### src/rtl/posit_extract_pipe.sv
// posit_extract_pipe
//   Two-stage pipelined posit decoder. Turns a raw NBITS/ES posit word into
//   the unpacked form the posit arithmetic units use: sign, signed scale,
//   exponent field, MSB-aligned fraction (hidden bit excluded) and
//   zero / NaR flags. A user tag travels alongside each word.
//
//   Ports:
//     clk, reset             rising-edge clock, asynchronous active-high reset
//     in_valid/in_ready      input handshake; in_ready = !out_valid | out_ready
//     in_data [NBITS]        raw posit word
//     in_tag  [TBITS]        sideband, passed through unchanged
//     out_valid/out_ready    output handshake
//     out_sign               sign
//     out_scale [SBITS]      signed scale k*2^ES + exponent
//     out_exponent [ES]      exponent field (1 bit wide, tied to 0 when ES=0)
//     out_fraction [FBITS]   fraction, MSB-aligned, zero-filled
//     out_inf, out_zero      NaR / zero flags (all other fields 0 when set)
//     out_tag [TBITS]        tag paired with this result
module posit_extract_pipe #(
  parameter int NBITS = 32,
  parameter int ES    = 2,
  parameter int TBITS = 8,
  localparam int FBITS = NBITS - 3 - ES,
  localparam int SBITS = $clog2(NBITS) + ES + 1,
  localparam int EW    = (ES > 0) ? ES : 1
) (
  input  logic             clk,
  input  logic             reset,
  input  logic             in_valid,
  output logic             in_ready,
  input  logic [NBITS-1:0] in_data,
  input  logic [TBITS-1:0] in_tag,
  output logic             out_valid,
  input  logic             out_ready,
  output logic             out_sign,
  output logic [SBITS-1:0] out_scale,
  output logic [EW-1:0]    out_exponent,
  output logic [FBITS-1:0] out_fraction,
  output logic             out_inf,
  output logic             out_zero,
  output logic [TBITS-1:0] out_tag
);

  // Regime run length is 1..NBITS-1, so clog2(NBITS) bits are enough.
  localparam int MW = $clog2(NBITS);

  localparam logic [NBITS-1:0] INF_PAT = {1'b1, {(NBITS-1){1'b0}}};
  localparam logic [NBITS-1:0] ZERO_N  = {NBITS{1'b0}};
  localparam logic [NBITS-2:0] ONE_B   = {{(NBITS-2){1'b0}}, 1'b1};
  localparam logic [MW-1:0]    ONE_M   = {{(MW-1){1'b0}}, 1'b1};
  localparam logic signed [SBITS-1:0] ONE_S  = {{(SBITS-1){1'b0}}, 1'b1};
  localparam logic signed [SBITS-1:0] ZERO_S = {SBITS{1'b0}};

  logic w_en;

  // Stage 1 registers
  logic             r_s1_valid;
  logic             r_s1_sign;
  logic             r_s1_zero;
  logic             r_s1_inf;
  logic [NBITS-2:0] r_s1_body;   // magnitude below the (always clear) top bit
  logic [TBITS-1:0] r_s1_tag;

  // Stage 2 (output) registers
  logic             r_out_valid;
  logic             r_out_sign;
  logic [SBITS-1:0] r_out_scale;
  logic [EW-1:0]    r_out_exponent;
  logic [FBITS-1:0] r_out_fraction;
  logic             r_out_inf;
  logic             r_out_zero;
  logic [TBITS-1:0] r_out_tag;

  // Stage-2 decode wires
  logic [NBITS-2:0]         w_body_in;
  logic                     w_r0;
  logic [MW-1:0]            w_run;
  logic                     w_done;
  logic [NBITS-4:0]         w_tail;
  logic [EW-1:0]            w_exp;
  logic [FBITS-1:0]         w_frac;
  logic signed [SBITS-1:0]  w_run_s;
  logic signed [SBITS-1:0]  w_k;
  logic signed [SBITS-1:0]  w_scale;

  // Global enable: the whole pipe advances unless a valid output is stalled.
  assign w_en     = !r_out_valid || out_ready;
  assign in_ready = w_en;

  // Low bits of the two's complement equal the two's complement of the low
  // bits, so the unused top bit never needs to be formed.
  assign w_body_in = in_data[NBITS-1] ? (~in_data[NBITS-2:0] + ONE_B)
                                      : in_data[NBITS-2:0];

  // Stage 1: capture sign, special flags, magnitude and tag.
  always_ff @(posedge clk or posedge reset) begin
    if (reset) begin
      r_s1_valid <= 1'b0;
      r_s1_sign  <= 1'b0;
      r_s1_zero  <= 1'b0;
      r_s1_inf   <= 1'b0;
      r_s1_body  <= '0;
      r_s1_tag   <= '0;
    end else if (w_en) begin
      r_s1_valid <= in_valid;
      r_s1_sign  <= in_data[NBITS-1];
      r_s1_zero  <= (in_data == ZERO_N);
      r_s1_inf   <= (in_data == INF_PAT);
      r_s1_body  <= w_body_in;
      r_s1_tag   <= in_tag;
    end
  end

  assign w_r0 = r_s1_body[NBITS-2];

  // Regime run length: count bits equal to r0 from the top until the first change.
  always_comb begin
    w_run  = '0;
    w_done = 1'b0;
    for (int i = NBITS - 2; i >= 0; i--) begin
      if (!w_done && (r_s1_body[i] == w_r0)) begin
        w_run = w_run + ONE_M;
      end else begin
        w_done = 1'b1;
      end
    end
  end

  // The regime occupies at least two bits, so exponent+fraction live in the
  // low NBITS-3 bits; shifting them left by run-1 drops the rest of the regime
  // and the terminator. Bits beyond the word end shift in as zeros.
  assign w_tail = r_s1_body[NBITS-4:0] << (w_run - ONE_M);
  assign w_frac = w_tail[FBITS-1:0];

  generate
    if (ES > 0) begin : g_exp
      assign w_exp = w_tail[NBITS-4 -: EW];
    end else begin : g_noexp
      assign w_exp = '0;
    end
  endgenerate

  assign w_run_s = SBITS'(w_run);

  // k = m-1 for a run of ones, -m for a run of zeros.
  always_comb begin
    if (w_r0) begin
      w_k = w_run_s - ONE_S;
    end else begin
      w_k = ZERO_S - w_run_s;
    end
  end

  assign w_scale = (w_k <<< ES) + $signed({{(SBITS-EW){1'b0}}, w_exp});

  // Stage 2: register the decoded fields; specials force everything else to 0.
  always_ff @(posedge clk or posedge reset) begin
    if (reset) begin
      r_out_valid    <= 1'b0;
      r_out_sign     <= 1'b0;
      r_out_scale    <= '0;
      r_out_exponent <= '0;
      r_out_fraction <= '0;
      r_out_inf      <= 1'b0;
      r_out_zero     <= 1'b0;
      r_out_tag      <= '0;
    end else if (w_en) begin
      r_out_valid <= r_s1_valid;
      r_out_inf   <= r_s1_inf;
      r_out_zero  <= r_s1_zero;
      r_out_tag   <= r_s1_tag;
      if (r_s1_zero || r_s1_inf) begin
        r_out_sign     <= 1'b0;
        r_out_scale    <= '0;
        r_out_exponent <= '0;
        r_out_fraction <= '0;
      end else begin
        r_out_sign     <= r_s1_sign;
        r_out_scale    <= w_scale;
        r_out_exponent <= w_exp;
        r_out_fraction <= w_frac;
      end
    end
  end

  assign out_valid    = r_out_valid;
  assign out_sign     = r_out_sign;
  assign out_scale    = r_out_scale;
  assign out_exponent = r_out_exponent;
  assign out_fraction = r_out_fraction;
  assign out_inf      = r_out_inf;
  assign out_zero     = r_out_zero;
  assign out_tag      = r_out_tag;

endmodule

### config.mk
export PLATFORM = sky130hd
export DESIGN_NAME = posit_extract_pipe
export DESIGN_NICKNAME = d
export VERILOG_FILES = /design/src/rtl/posit_extract_pipe.sv
export SDC_FILE = /design/constraint.sdc
export NUM_CORES = 1
export LEC_CHECK = 0
export ABC_AREA = 1
export BUFFER_PORTS_ARGS = -buffer_cell sky130_fd_sc_hd__buf_4
export CAP_MARGIN = 30
export CELL_PAD_IN_SITES_DETAIL_PLACEMENT = 0
export CELL_PAD_IN_SITES_GLOBAL_PLACEMENT = 1
export CORE_MARGIN = 4
export CORE_UTILIZATION = 45
export DETAILED_ROUTE_END_ITERATION = 10
export PLACE_DENSITY = 0.86
export SYNTH_ARGS = -nofsm -noshare
export SYNTH_HDL_FRONTEND = slang
export SYNTH_SLANG_ARGS = --single-unit
### constraint.sdc
create_clock -name clk -period 18.17 [get_ports clk]
set_clock_uncertainty 0.15 [all_clocks]
set_input_delay 3.634 -clock clk [delete_from_list [all_inputs] [get_ports clk]]
set_output_delay 3.634 -clock clk [all_outputs]
set_load 0.005 [all_outputs]
; ---- Word level (Yosys, flattened, before mapping)
; Index checks and enable logic that the tools add are counted.
[op_classes]
n_addsub = 34
n_eq_ne = 31
shifts = 1
mux = 65
bitwise_logic = 1
n_reduce_logical = 61
[ops]
columns = cell, count
row1 = adder 5 x 1 -> 5 bit (second input constant), 29
row2 = 2-to-1 mux 5 bit, 29
row3 = equality test 32 bit (second input constant), 1
row4 = zero test 32 bit, 1
row5 = adder 31 x 1 -> 31 bit (second input constant), 1
row6 = 2-to-1 mux 31 bit, 1
row7 = inverter 31 bit, 1
row8 = equality test 1 bit, 30
row9 = 2-to-1 mux 1 bit, 30
row10 = logical AND 1 bit, 29
row11 = zero test 1 bit, 29
row12 = left shift 29 x 5 -> 29 bit, 1
row13 = 2-to-1 mux 27 bit, 1
row14 = adder 8 x 3 -> 8 bit, 1
row15 = 2-to-1 mux 8 bit, 1
row16 = 2-to-1 mux 6 bit, 1
row17 = subtractor 1 x 5 -> 6 bit (first input constant), 1
row18 = subtractor 5 x 1 -> 6 bit (second input constant), 1
row19 = subtractor 5 x 1 -> 5 bit (second input constant), 1
row20 = 2-to-1 mux 2 bit, 2
row21 = logical OR 1 bit, 2
[word_totals]
ff_bits = 92
inputBits = 44
output_inout_bits = 50
word_cells = 207

; ---- Logic depth before layout (Yosys ltp)
[depth]
depth_word = 91
mapped_depth = 86
depth_no_buf = 84

; ---- Worst setup path after synthesis
; Ideal clock, no wire load.
[synth_timing]
path_type = register to register
startpoint = reg r_s1_body[30]
endpoint = reg r_out_fraction[24], in the netlist out_fraction[24]
arrival_time_ps = 11845
required_ps = 17954
path_slack_ps = 6110
path_stages_with_launch = 80
n_path_buf = 2
period_less_slack_ps = 12060
cell_sequence = dfrtp_1 > xnor2_1 > nand2_2 > o21ai_0 > inv_1 > ha_1 > nand2_1 > nand2_1 > ha_1 > inv_1 > o21ai_2 > ha_1 > nand2_1 > nand2_1 > ha_1 > nor2_1 > a31oi_4 > xor2_1 > [... 44 more ...] > ha_1 > or2_2 > and2_1 > ha_1 > nand2_1 > nand2_1 > inv_1 > ha_1 > clkbuf_1 > inv_1 > clkbuf_1 > nor3_1 > nand3_1 > a21oi_1 > nand2_1 > nand2_1 > nand2_1 > nand2_1
[synth_between]
elab_chain_len = 90
elab_cells_between_ends = 178
cone_classes = 30 x add/sub / 30 x eq/ne / 1 x shift / 60 x mux / 57 x reduce/logical
[synth_lines]
columns = element, line_no
row1 = start: declaration, 61  ; logic [NBITS-2:0] r_s1_body;
row2 = start signal: assignment, 109  ; r_s1_body <= w_body_in;
row3 = "parallel branches: the longest is 86 deep, another holds adder 5 x 1 -> 5 bit", n/a
row4 = 2-to-1 mux 5 bit *, 121  ; if (!w_done && (r_s1_body[i] == w_r0)) begin
row5 = subtractor 5 x 1 -> 5 bit *, 132  ; assign w_tail = r_s1_body[NBITS-4:0] << (w_run - ONE_M);
row6 = left shift 29 x 5 -> 29 bit *, 132
row7 = 2-to-1 mux 27 bit *, 172  ; if (r_s1_zero || r_s1_inf) begin
row8 = end signal: assignment, 181  ; r_out_fraction <= w_frac;
row9 = end: declaration, 69  ; logic [FBITS-1:0] r_out_fraction;
; Every way passes the cells marked *.
; A chain may end at the register's enable or synchronous reset.

; ---- Worst setup path in the final report
[layout_timing]
startpoint = reg r_s1_body[30]
endpoint = reg r_out_scale[1], in the netlist out_scale[1]
[layout_between]
elab_chain_len = 91
elab_cells_between_ends = 179
cone_classes = 31 x add/sub / 30 x eq/ne / 1 x shift / 60 x mux / 57 x reduce/logical
[layout_lines]
columns = element, line_no
row1 = "parallel branches: the longest is 86 deep, another holds adder 5 x 1 -> 5 bit", n/a
row2 = 2-to-1 mux 5 bit *, 121
row3 = subtractor 5 x 1 -> 5 bit *, 132
row4 = left shift 29 x 5 -> 29 bit *, 132
row5 = adder 8 x 3 -> 8 bit *, 154  ; assign w_scale = (w_k <<< ES) + $signed({{(SBITS-EW){1'b0}}, w_exp});
row6 = 2-to-1 mux 8 bit *, 172
row7 = end signal: assignment, 179  ; r_out_scale <= w_scale;
row8 = end: declaration, 67  ; logic [SBITS-1:0] r_out_scale;
; Marks and branches as above.

==> results.toml <==
[outcome]
status = "complete, no violations"

[route]
ant_nets = 0
wl_microns = 21820
first_iter_violations = 511
avgViaCountPerCell = 4.968
dr.pass1.iters = 5
drc = 0
routedWlPerCell_microns = 13.27
vias = 8168

[cts]
cts_made_buffers = 9
max-clock-path-buffers = 2
cts_tree = "done"
post-cts-setup-buffer-count = 0
clk_pin_slew_ns = 0.07
numClockSinks = 90
cts_root_buf = "clkbuf_16"
htreeDepth = 3
clock_latency_ns = 0.35
cts_hold_buf = 0
cts_resized = 0

[hold_path]
hold_path_class = "flop to flop"

[die]
start_util_pct = 46.18
dieArea_sq_um = 20800
num_rows = 49
chipWidth_microns = 144.2
ios = 94
die_y_microns = 144.2
core_sq_um = 18090

[place]
hpwl_microns = 16950
gp_congestion = 0.8839
portBuffers = 93
placed_area_sq_um = 9130

[worst_setup_path]
cp.arrival_ns = 13.66
critPathTopFamily = "simple AND/OR/NAND/NOR gates"
crit_path_top_delay_cell = "nor3_1"
path_buf_inv = 9
cpPeakStageDelay_ns = 0.49
crit_type = "flop to flop"
critPathCaptureType = "flop"
cp.required_ns = 18.31
cp_common_cell = "nand2_1"
start_kind = "flop"
cp_max_fo = 39

[power_and_ir_drop]
power_density_nw_per_um2 = 137.4
power_leakage_nw = 5.037
peakVddDrop_v = 0.00006386
finalPower_mw = 1.298

[sta]
period_needed_ns = 13.52
drv_slew = 0
fmax_mhz = 73.94
period_share_pct = 74.44
tightestPinTransition_ns = 1.017
rsz0062_at_grt = "no"
relSlewSlack_pct = 32.21
hold_viol = 0
setup_viol = 0
finalSetupTns_ns = 0

[yosys]
ys_ff_latch = 90
async_flop_share_pct = 100.0
ys_top_cells_by_count = "nand2_1, inv_1, nand3_1"
synth_area_leaders = "dfrtp_1, nand2_1, nand3_1, o21ai_0, inv_1"
ys_types = 43
synth_top_area_cell = "dfrtp_1"
seq_area_frac_synth_pct = 26.97
avgSynthCellArea_sq_um = 6.196
postSynthCellCount = 1348
yosysWarnings = 0
netlist.area_leader.share_pct = 26.97
syn_nets = 1420
synthFlopType = "dfrtp_1"
yosysMostFrequentCell = "nand2_1"
syn-cell-area_sq_um = 8352
synth_edf_count = 0

[grt]
antenna_found_initial = 0
grt_pass1_vias = 7632
grt_start_max_net_pins = 114
grt_overflow = 0
grt_usage_pct = 21.54
grt_first_pass_wirelength_microns = 36700

[finish]
area_growth_pct = 13.17
design_area_sq_um = 9452
diodes = 0
fin_nets = 1482
layout-drive-gt1-share_pct = 14.70

[job]
cap_violations = 0
registers in the layout, summed over array words and instances, names as in the netlist, 8 cells and up:
signal,cells
r_s1_body,31
out_fraction,27
out_scale,8
out_tag,8
r_s1_tag,8
layout make-up:
| type | count | area (sq um) |
|---|---|---|
| tap | 229 | 286.5 |
| multi-input combinational | 1055 | 5269 |
| sequential | 90 | 2252 |
| inverter | 156 | 586.8 |
| clock inverter | 7 | 96.34 |
| timing repair buffer | 98 | 735.7 |
| fill | 1907 | 8635 |
| clock buffer | 9 | 225.2 |
cell families (layout without fill, tap and decap cells):
family,count (synthesis),count (layout),synth area share [%]
multiplexers,3,3,0.3596
XOR/XNOR,46,46,4.824
flip-flops,90,90,26.97
adder cells (fa/ha/maj),28,28,4.195
AND/OR/NAND/NOR,800,800,41.90
AO/OA/AOI/OAI,178,178,11.72
buffers and inverters,203,270,10.04
tightest hold or removal path, cell delays in order, from the launching register on:
cell,delay [ns]
dfrtp_1,0.32
inv_1,0.05
nand2_1,0.05
power by group:
part	total (mW)	internal (mW)	switching, mW
Clock	0.202	0.111	0.0905
Combinational	0.798	0.281	0.517
Sequential	0.299	0.259	0.0405
metal layers:
layer	part of all wire (%)	vias up	wire length (microns)	GRT usage [%]
li1	-	4394	-	-
met1	49	3623	10660	30.41
met2	46	127	9944	34.71
met3	3.8	24	838	3.538
met4	1.7	0	372	5.253
met5	0	-	0	0
stage by stage:
| stage | worst slack, ns | cells | utilization [%] | hold WS, ns |
|---|---|---|---|---|
| detailed placement | 4.681 | 1628 | 50.48 | 0.2939 |
| global route | 3.379 | 1644 | 52.26 | 0.3399 |
| global placement | 4.874 | 1628 | 50.48 | 0.2822 |
| floorplan | 6.110 | 1348 | - | 0.2698 |
| finish | 4.645 | 1644 | 52.26 | 0.3021 |
| CTS | 4.633 | 1644 | 52.26 | 0.3042 |
path summary, 6_finish.rpt:
path                          startpoint      endpoint  cells after the start  slack (ns)
max                        r_s1_body[30]  out_scale[1]                     80        4.65
min                           r_s1_valid     out_valid                      2        0.30
max reg2reg                r_s1_body[30]  out_scale[1]                     80        4.65
min reg2reg                   r_s1_valid     out_valid                      2        0.30
max in group asynchronous          reset  r_s1_body[5]                      3       13.53
min in group asynchronous          reset    out_tag[3]                      2        3.19
cell usage in the layout (no fill, tap or decap), types with 4 or more instances in the layout:
cell type | Yosys | layout
a21oi_2 | 4 | 4
or2_2 | 6 | 6
inv_2 | 16 | 16
nand2_2 | 23 | 23
dfrtp_1 | 90 | 90
nand4_1 | 7 | 7
xor2_1 | 33 | 33
nor2_4 | 4 | 5
nor2_1 | 77 | 76
nand3_2 | 23 | 23
a21oi_1 | 24 | 24
clkbuf_16 | 0 | 9
ha_1 | 28 | 28
nand3_1 | 117 | 117
nor3_1 | 12 | 12
nor2_2 | 7 | 7
nand2_1 | 513 | 513
xnor2_1 | 13 | 13
nand2_4 | 5 | 5
buf_4 | 6 | 98
inv_1 | 138 | 137
o21ai_0 | 109 | 109
a31oi_1 | 4 | 4
o21ai_1 | 23 | 23
No activity file was read; power rests on OpenSTA's default activity.
